--- src/rtl/execute.sv ---
// Execute stage of the in-order RV64 pipeline: ALU, address generation and
// branch resolution, registered into one valid/ready slot with a redirect pulse.

package common;
  typedef logic [63:0] u64;
  typedef logic [63:0] word_t;
endpackage

package pipes;
  typedef enum logic [4:0] {
    OP_NOP   = 5'd0,
    OP_ADD   = 5'd1,
    OP_ADDI  = 5'd2,
    OP_SUB   = 5'd3,
    OP_OR    = 5'd4,
    OP_ORI   = 5'd5,
    OP_AND   = 5'd6,
    OP_ANDI  = 5'd7,
    OP_XOR   = 5'd8,
    OP_XORI  = 5'd9,
    OP_LUI   = 5'd10,
    OP_AUIPC = 5'd11,
    OP_LD    = 5'd12,
    OP_SD    = 5'd13,
    OP_JAL   = 5'd14,
    OP_JALR  = 5'd15,
    OP_BEQ   = 5'd16
  } decode_op_t;
endpackage

module execute
  import common::*;
  import pipes::*;
(
  input  logic        clk,
  input  logic        reset,
  input  logic        in_valid,
  output logic        in_ready,
  input  decode_op_t  in_op,
  input  u64          in_pc,
  input  word_t       in_srca,
  input  word_t       in_srcb,
  input  word_t       in_rd1,
  input  word_t       in_rd2,
  input  word_t       in_imm,
  input  logic [4:0]  in_dst,
  input  logic        flush,
  output logic        out_valid,
  input  logic        out_ready,
  output decode_op_t  out_op,
  output u64          out_pc,
  output logic [4:0]  out_dst,
  output word_t       out_result,
  output word_t       out_store_data,
  output logic        out_wen,
  output logic        redirect_valid,
  output u64          redirect_pc,
  output logic [31:0] exec_count
);

  logic        r_out_valid;
  decode_op_t  r_out_op;
  u64          r_out_pc;
  logic [4:0]  r_out_dst;
  word_t       r_out_result;
  word_t       r_out_store_data;
  logic        r_out_wen;
  logic        r_redirect_valid;
  u64          r_redirect_pc;
  logic [31:0] r_exec_count;

  word_t       w_alu;
  logic        w_wen;
  logic        w_taken;
  u64          w_target;
  word_t       w_store_data;
  logic        w_accept;
  logic        w_drain;

  always_comb begin
    w_alu        = '0;
    w_wen        = 1'b0;
    w_taken      = 1'b0;
    w_target     = in_pc + in_imm;
    w_store_data = '0;
    unique case (in_op)
      OP_ADD, OP_ADDI, OP_LUI, OP_AUIPC, OP_LD, OP_JAL: begin
        w_alu = in_srca + in_srcb;
        w_wen = 1'b1;
        w_taken = (in_op == OP_JAL);
      end
      OP_JALR: begin
        w_alu    = in_srca + in_srcb;
        w_wen    = 1'b1;
        w_taken  = 1'b1;
        w_target = (in_rd1 + in_imm) & ~64'h1;
      end
      OP_SD: begin
        w_alu        = in_srca + in_srcb;
        w_store_data = in_rd2;
      end
      OP_SUB: begin
        w_alu = in_srca - in_srcb;
        w_wen = 1'b1;
      end
      OP_OR, OP_ORI: begin
        w_alu = in_srca | in_srcb;
        w_wen = 1'b1;
      end
      OP_AND, OP_ANDI: begin
        w_alu = in_srca & in_srcb;
        w_wen = 1'b1;
      end
      OP_XOR, OP_XORI: begin
        w_alu = in_srca ^ in_srcb;
        w_wen = 1'b1;
      end
      OP_BEQ: w_taken = (in_rd1 == in_rd2);
      default: w_alu = '0;
    endcase
    if (in_dst == 5'd0) w_wen = 1'b0;
  end

  // A pending redirect blocks accept so the wrong-path instruction never enters.
  assign in_ready = !r_redirect_valid && !flush && (!r_out_valid || out_ready);
  assign w_accept = in_valid && in_ready;
  assign w_drain  = r_out_valid && out_ready && !flush;

  always_ff @(posedge clk or negedge reset) begin
    if (!reset) begin
      r_out_valid      <= 1'b0;
      r_out_op         <= OP_NOP;
      r_out_pc         <= '0;
      r_out_dst        <= '0;
      r_out_result     <= '0;
      r_out_store_data <= '0;
      r_out_wen        <= 1'b0;
      r_redirect_valid <= 1'b0;
      r_redirect_pc    <= '0;
      r_exec_count     <= '0;
    end else begin
      r_redirect_valid <= w_accept && w_taken;
      if (w_drain) r_exec_count <= r_exec_count + 32'd1;
      if (flush) begin
        r_out_valid <= 1'b0;
      end else if (w_accept) begin
        r_out_valid      <= 1'b1;
        r_out_op         <= in_op;
        r_out_pc         <= in_pc;
        r_out_dst        <= in_dst;
        r_out_result     <= w_alu;
        r_out_store_data <= w_store_data;
        r_out_wen        <= w_wen;
        if (w_taken) r_redirect_pc <= w_target;
      end else if (out_ready) begin
        r_out_valid <= 1'b0;
      end
    end
  end

  assign out_valid      = r_out_valid;
  assign out_op         = r_out_op;
  assign out_pc         = r_out_pc;
  assign out_dst        = r_out_dst;
  assign out_result     = r_out_result;
  assign out_store_data = r_out_store_data;
  assign out_wen        = r_out_wen;
  assign redirect_valid = r_redirect_valid;
  assign redirect_pc    = r_redirect_pc;
  assign exec_count     = r_exec_count;

endmodule

--- config.mk ---
export PLATFORM = sky130hd
export DESIGN_NAME = execute
export DESIGN_NICKNAME = d
export VERILOG_FILES = /design/src/rtl/execute.sv
export SDC_FILE = /design/constraint.sdc
export NUM_CORES = 1
export LEC_CHECK = 0
export ABC_AREA = 1
export CAP_MARGIN = 25
export CORE_ASPECT_RATIO = 1.5
export CORE_UTILIZATION = 45
export DETAILED_ROUTE_END_ITERATION = 10
export PLACE_DENSITY_LB_ADDON = 0.25
export SETUP_SLACK_MARGIN = 0.4
export SYNTH_ARGS = -nofsm -noshare
export SYNTH_HDL_FRONTEND = slang
export SYNTH_SLANG_ARGS = --single-unit
--- constraint.sdc ---
create_clock -name clk -period 1.9 [get_ports clk]
set_input_delay 0.38 -clock clk [delete_from_list [all_inputs] [get_ports clk]]
set_output_delay 0.38 -clock clk [all_outputs]
set_load 0.05 [all_outputs]
==> run metrics, run 1 <==
status did not finish; Failed at 5_1_grt; Error [ERROR GRT-0232] Routing congestion too high. Check the congestion heatmap in the GUI.; initial core utilization between 40% and 50%; post-synthesis cell count 6112; Synth cell types 48; Mapped Nets just under 7000; TritonCTS Buffers 35; Inst Count DP between 8000 and 9000; Max Buffers Root-to-Sink 3; flops & latches, synth 301; Port Buffers 700; die width 230.5 um; synthesized area 0.03526 mm^2; row cnt approximately 130; worst setup endpoint GRT out_result[52]$_DFFE_PN0P_/D; total global routing track utilization around 67%; H-tree Lvls 2; largest net degree at the start of global routing 87; total number of yosys warnings 0; Die H between 300 and 400 um; Clock Sinks 301; Worst EP Category sequential cell input; Post-synth EDFFs 0; register area share after synthesis 21.36%; CTS Root Cell clkbuf_16; fraction of registers with async set/reset 100.0%; I/O pins between 700 and 800; grt ovf 22; top_reg_cell synth dfrtp_1; GPL Wtd Cong 1.147; hpwl dp 157800 um; syn avg cell area roughly 5.8 um^2
-- cells by family after synthesis --
logic type,share of synthesized area [%]
xor+xnor,4.646
compound gates,8.723
fa+ha+maj,11.46
simple gates,41.25
buf+inv,12.56
flops,21.36
-- Yosys cell counts (2+ instances only) --
| library cell | count | area share [%] |
|---|---|---|
| a21o_1 | 2 | 0.043 |
| a21oi_1 | 220 | 3.1 |
| a21oi_2 | 2 | 0.050 |
| a221oi_1 | 50 | 1.2 |
| a31oi_1 | 3 | 0.053 |
| buf_1 | 5 | 0.053 |
| buf_2 | 27 | 0.38 |
| buf_4 | 4 | 0.085 |
| buf_6 | 2 | 0.064 |
| clkbuf_1 | 70 | 0.75 |
| dfrtp_1 | 301 | 21 |
| fa_1 | 3 | 0.17 |
| ha_1 | 318 | 11 |
| inv_1 | 1042 | 11 |
| inv_2 | 13 | 0.14 |
| nand2_1 | 2542 | 27 |
| nand2_2 | 5 | 0.089 |
| nand2_4 | 2 | 0.064 |
| nand3_1 | 322 | 4.6 |
| nand3_2 | 3 | 0.085 |
| nand3b_1 | 30 | 0.64 |
| nand4_1 | 69 | 1.2 |
| nand4_2 | 2 | 0.071 |
| nor2_1 | 514 | 5.5 |
| nor2_2 | 8 | 0.14 |
| nor2_4 | 7 | 0.22 |
| nor3_1 | 60 | 0.85 |
| nor3_2 | 4 | 0.11 |
| nor4_1 | 5 | 0.089 |
| o2111ai_1 | 10 | 0.25 |
| o21ai_0 | 201 | 2.9 |
| o21ai_1 | 15 | 0.21 |
| o21bai_1 | 28 | 0.60 |
| o2bb2ai_1 | 2 | 0.050 |
| o31ai_1 | 8 | 0.17 |
| or2_2 | 16 | 0.28 |
| xnor2_1 | 87 | 2.2 |
| xor2_1 | 100 | 2.5 |
-- routing by layer --
| layer | overflow | global-route usage, % |
|---|---|---|
| met1 | 0 | 63.29 |
| met2 | 6 | 93.78 |
| met3 | 1 | 40.39 |
| met4 | 15 | 77.03 |
| met5 | 0 | 9.675 |
-- stage by stage --
step / setup slack, ns / hold WS, ns / cell area, um^2
floorplan: -1.142 / 0.08441 / 36360
global placement: -2.599 / 0.2774 / 51890
detailed placement: -2.589 / 0.2821 / 51890
CTS: -1.308 / 0.02266 / 60500
-- timing repair --
action | CTS
endpoints found under the hold margin | 67
pin swaps | 482
gates resized for setup | 2191
hold buffers | 1
setup endpoints to repair | 591
setup buffers | 182
gates cloned | 33
==> inputs of run 2 (changes only) <==
- CORE_ASPECT_RATIO: 1.5 -> unset
- CORE_UTILIZATION: 45 -> 30
- PLACE_DENSITY_LB_ADDON: 0.25 -> 0.15
- SETUP_SLACK_MARGIN: 0.4 -> unset
==> run metrics, run 2 <==
status finished, violations left; failing checks setup timing; die width 344.8 um (+50%); Worst Setup Start Kind primary input; initial antenna violation count 9; flops & latches, synth 301 (unchanged); initial core utilization 30.30% (-15 points); post-placement cell area 0.05456 mm^2 (+5.1%); area occupied by registers 0.007540 mm^2; setup ws final -1.212 ns; Final Max Slew Viols 0; slew at the pin closest to its max-slew limit 1.046 ns; syn avg cell area 5.768 um^2 (unchanged); Fin Setup TNS -68.99 ns; drt total wl just over 200000 um; CP Max Fanout 4; Final Hold Fails 0; Rel. slew slack between 30% and 40%; post-layout util between 50% and 60%; unrepaired setup endpoints after global routing true; # setup viols final ~130; TritonCTS Buffers 39 (+11%); Synth area leader nand2_1; crit end category flip-flop; synth top area cells nand2_1 (27%), dfrtp_1 (21%), ha_1 (11%); Clock Sinks 301 (unchanged); Peak VDD IR 0.0009415 V; vias in the first global route around 44000; number of vias per cell 4.795; row cnt 125 (unchanged); first-pass GRT wire length around 280000 um; fraction of registers with async set/reset 100.0% (unchanged); max_cap viols 0; Setup CP Type primary input to flip-flop; 1st-pass router iterations 6; Worst Hold Class primary input to flip-flop; Area Growth Syn to Fin 90.23%; Clk Latency, worst-skew pair 0.64 ns; top_reg_cell synth dfrtp_1; DRC Markers 0; Max Buffers Root-to-Sink 3 (unchanged); register area share after synthesis 21.36% (unchanged); synthesized area 0.03526 mm^2 (unchanged); total core area 0.1164 mm^2; Post-synth EDFFs 0 (unchanged); Routed Antenna Nets 0; DIE AREA 0.1189 mm^2; Final Power roughly 38 mW; Mapped Nets 6832 (unchanged); share of cells above drive strength 1 42.59%; GPL Wtd Cong 0.9982 (-13%); Port Buffers 700 (unchanged); total number of yosys warnings 0 (unchanged); final net count between 9000 and 10000; I/O pins 701 (unchanged); total global routing track utilization a little under a third; WP data required roughly 2.5 ns; PwrDens ~560 mW/mm^2; clk slew on worst S/H paths approximately 0.06 ns; Die H 344.8 um (unchanged); LEAKAGE around 38 nW; fin area around 0.067 mm^2; largest net degree at the start of global routing roughly 80; hpwl dp 163800 um (+3.8%); Inst Count DP 9588 (+8.8%); grt ovf 0; Post-Layout Cell Count around 9900; post-synth top area share 27.06% (unchanged); WL/cell approximately 20 um; via count ~48000; commonest non-fill, non-tap cell in the layout nand2_1; detailed router's first-iteration violation count around 3600; Commonest cells post-synth nand2_1 (2542), inv_1 (1042), nor2_1 (514); critical path arrival ~3.7 ns; f_max approximately 320 MHz; H-tree Lvls 2 (unchanged); area of the multi-input gates roughly 0.032 mm^2; most frequent cells in the layout nand2_1 (1971), buf_4 (1640), inv_1 (918), nand2_2 (385), dfrtp_1 (295); Synth cell types 48 (unchanged); CTS Root Cell clkbuf_16; Tcrit/Tclk final 163.8%; Layout fillers between 10000 and 15000; post-synthesis cell count 6112 (unchanged); most common cell in the netlist nand2_1; post-route minimum period about 3.1 ns; CTS tree built; Clock Skews ~0.046 ns
-- run 2: where the power goes --
part / total, mW / switching [mW] / internal, mW / leakage (nW)
Sequential: 8.17 / 0.853 / 7.31 / 3.92
Combinational: 21.7 / 12.8 / 8.90 / 33.2
Clock: 7.89 / 3.38 / 4.52 / 0.638
Total: 37.7 / 17.0 / 20.7 / 37.8
-- run 2: final cells by class --
class	instances	area share, %
antenna	6	0.02239
clock inverter	17	0.2593
clock buffer	55	1.711
tap	1524	2.843
timing repair buffer	2305	30.33
inverter	1055	6.050
sequential	301	11.24
timing repair inverter	1	0.02985
multi-input combinational	4648	47.51
-- run 2: kinds of logic (layout without fill, tap and decap cells) --
kind of cell / count (synthesis) / after routing / share of synthesized area, %
AOI/OAI and AO/OA: 543 / 543 / 8.723
xor gates and xnor gates: 187 / 187 / 4.646
adders and majority gates: 321 / 321 / 11.46
buffers and inverters: 1163 / 3433 / 12.56
DFF: 301 / 301 / 21.36
other: 0 / 6 / 0
and+or+nand+nor: 3597 / 3597 / 41.25
-- run 2: worst max-delay path, stage by stage --
cell      delay, ns
buf_12         0.12
inv_16         0.05
ha_4           0.14
nand3_4        0.10
nor2_4         0.13
nand4_1        0.15
nor2_2         0.17
nand3b_1       0.19
nor2_2         0.20
nand2_2        0.08
o21ai_2        0.14
xor2_1         0.17
ha_2           0.35
nand2_4        0.12
buf_6          0.11
inv_6          0.04
a21oi_4        0.16
nand2_2        0.09
inv_2          0.07
nand2_2        0.06
buf_6          0.12
nand2_4        0.07
nand3_2        0.08
nand2_2        0.07
nand3_2        0.13
nand2_2        0.09
nand2_1        0.05
nand2_1        0.06
-- run 2: final timing paths --
kind / startpoint / endpoint / slack, ns / depth (start not counted)
worst max-delay path: in_srcb[1] / out_result[54] / -1.21 / 28
worst min-delay path: in_pc[0] / out_pc[0] / 0.06 / 3
worst max register to register: out_valid / redirect_pc[31] / -0.17 / 16
worst min register to register: out_pc[8] / out_pc[8] / 0.48 / 2
max in group asynchronous: reset / redirect_pc[46] / 0.91 / 4
min in group asynchronous: reset / out_op[0] / 0.20 / 2
-- run 2: stage by stage --
stage / hold WS [ns] / setup slack, ns
floorplan: 0.08441 / -1.142
global placement: 0.2268 / -2.714
detailed placement: 0.2252 / -2.687
CTS: 0.1710 / -1.213
global route: 0.06828 / -1.277
finish: 0.06424 / -1.212
-- run 2: what timing repair did --
action | 4_1_cts | 5_1_grt
pin swaps | 344 | 609
hold buffers | 1 | 0
endpoints found under the setup margin | 174 | 195
hold endpoints to repair | 150 | 0
resized for setup | 850 | 1759
cloned | 2 | 11
setup buffers | 96 | 159
-- run 2: routing by layer --
metal | vias to the layer above | part of all wire, % | GRT usage (%)
li1 | 23410 | - | -
met1 | 22302 | 46 | 44.79
met2 | 1579 | 45 | 49.66
met3 | 230 | 6.9 | 4.326
met4 | 4 | 2.6 | 7.067
met5 | - | 0.014 | 0
(Power assumes the default switching activity.)
==> inputs of run 3 (changes only) <==
- DONT_BUFFER_PORTS: unset -> 1
- RECOVER_POWER: unset -> 25
==> run metrics, run 3 (synthesized netlist as in run 2, its figures left out) <==
Peak VDD IR 0.0005471 V (-42%); # setup viols final 131 (+2.3%); worst path bufs/invs 10 (+4); Reg2Reg Setup Slack -0.20 ns (-0.03 ns); most frequent cells in the layout nand2_1 (2195), buf_4 (1133), inv_1 (964), nor2_1 (377), dfrtp_1 (295); final net count 8153 (-10%); pre-CTS setup slack -2.470 ns (+0.2169 ns); CTS Root Cell clkbuf_16; commonest non-fill, non-tap cell in the layout nand2_1; Max Buffers Root-to-Sink 3 (unchanged); Area Growth Syn to Fin 53.43%; clk slew on worst S/H paths 0.06 ns (about the same); H-tree Lvls 2 (unchanged); Worst Setup Start Kind primary input; fin area 0.05409 mm^2 (-19%); DIE AREA 0.1189 mm^2 (unchanged); detailed router's first-iteration violation count 3110 (-12%); CP max stage delay 0.32 ns (-0.03 ns); Routed Antenna Nets 0 (unchanged); I/O pins 701 (unchanged); Clock Skews 0.04095 ns (-0.004858 ns); crit path max-delay cell type ha_4; crit end category flip-flop; TritonCTS Buffers 40 (+2.6%); post-placement cell area 0.04647 mm^2 (-15%); Final Max Slew Viols 0 (unchanged); Layout fillers 12333 (+9.5%); total core area 0.1164 mm^2 (unchanged); number of vias per cell 4.781 (-0.28%); total global routing track utilization 31.03% (-0.32 points); max_cap viols 0 (unchanged); ANT cells 0 (-6); 1st-pass router iterations 5 (-1); die width 344.8 um (unchanged); drt total wl 192700 um (-4.1%); row cnt 125 (unchanged); Clk Latency, worst-skew pair 0.66 ns (+0.02 ns); LEAKAGE 29.83 nW (-21%); unrepaired setup endpoints after global routing true; PwrDens 613.4 mW/mm^2 (+9.0%); Final Hold Fails 301 (+301); largest net degree at the start of global routing 302 (+290%); Clock Sinks 301 (unchanged); CP Max Fanout 4 (unchanged); Worst Hold Class primary input to asynchronous set/reset pin; Worst R2R Start out_valid; met3 WL 14690 um (+6.4%); share of cells above drive strength 1 29.70% (-13 points); f_max 332.4 MHz (+3.5%); Top Metal Used met4; vias in the first global route 40655 (-6.6%); hpwl dp 160300 um (-2.2%); DR WL met2 86050 um (-4.3%); status finished, violations left; grt ovf 0 (unchanged); CTS tree built; via count 42973 (-9.6%); Die H 344.8 um (unchanged); WP data required 2.41 ns (-0.07 ns); R2R Path End redirect_pc[36]; first-pass GRT wire length 271100 um (-2.4%); setup ws final -1.109 ns (+0.1039 ns); post-route minimum period 3.009 ns (-0.1039 ns); failing checks hold timing, setup timing; slew at the pin closest to its max-slew limit 1.033 ns (-0.01299 ns); area of the multi-input gates 0.02748 mm^2 (-14%); critical path arrival 3.52 ns (-0.17 ns); CP delay by family, top simple AND/OR/NAND/NOR gates; area occupied by registers 0.007540 mm^2 (unchanged); initial core utilization 30.30% (unchanged); Fin Hold WS -0.5401 ns (-0.6043 ns); initial antenna violation count 1 (-8); DRC Markers 0 (unchanged); Rel. slew slack 31.15% (+0.87 points); Setup CP Type primary input to flip-flop; Port Buffers 0 (-100%); WL/cell 21.44 um (+5.7%); R2R depth 16 (unchanged); GPL Wtd Cong 0.9724 (-2.6%); met1 WL 87750 um (-4.6%); Tcrit/Tclk final 158.3% (-5.5 points)
run 3: how the worst max path moves through the flow:
stage	start	to	slack (ns)	cells after the start
floorplan	in_srcb[1]	out_result[63]	-1.14	24
global placement	in_srcb[4]	out_result[54]	-2.45	23
detailed placement	in_srcb[4]	out_result[54]	-2.47	23
CTS	in_srcb[1]	out_result[59]	-1.01	25
global route	in_srcb[30]	out_result[61]	-1.27	24
finish	in_srcb[0]	out_result[17]	-1.11	27
run 3: what timing repair did:
item	in CTS	in global routing
buffers inserted	70	47
hold buffers	136	1
hold endpoints to repair	437	302
cloned	4	6
setup endpoints to repair	129	175
resized for setup	608	441
pin swaps	214	264
run 3: per-stage QoR:
step	utilization [%]	TNS, ns	hold slack (ns)	total power [mW]	cells
after floorplan	-	-80.70	0.08441	16.98	6112
after global placement	39.94	-159.63	0.09361	22.86	8668
after detailed placement	39.94	-160.20	0.09603	22.88	8668
after CTS	44.82	-67.77	-0.6041	32.63	8943
after global routing	46.49	-79.08	-0.5739	34.84	8988
final	46.49	-63.31	-0.5401	33.18	8988
run 3: cell type report:
class                   instances  area share [%]
clock inverters                22          0.5713
repair inverters                1         0.03701
inverters                    1055           7.548
well taps                    1524           3.525
repair buffers               1386           21.56
flip-flops and latches        301           13.94
clock buffers                  51           2.019
multi-input cells            4648           50.80
run 3: worst reg2reg max path: stages, from the launching register on:
cell	delay (ns)
dfrtp_2	0.41
inv_2	0.08
nor2_4	0.04
nor3_4	0.13
buf_6	0.14
nand2_8	0.05
inv_6	0.05
nand2_4	0.05
nor3_4	0.11
nand2_1	0.08
nand2_2	0.09
buf_12	0.14
buf_12	0.18
clkinv_16	0.10
clkbuf_16	0.22
nand2_2	0.06
nand2_1	0.05
run 3: power breakdown:
part | total, mW | switching, mW | leakage, nW | internal (mW)
logic | 13.5 | 7.51 | 25.2 | 5.94
clock network | 8.33 | 3.51 | 0.679 | 4.82
registers | 11.4 | 4.16 | 3.92 | 7.24
run 3: per-layer routing:
metal	global-route usage [%]	up-vias
li1	-	21522
met5	0	-
met3	6.217	162
met1	42.63	19943
met4	6.562	0
met2	49.95	1346
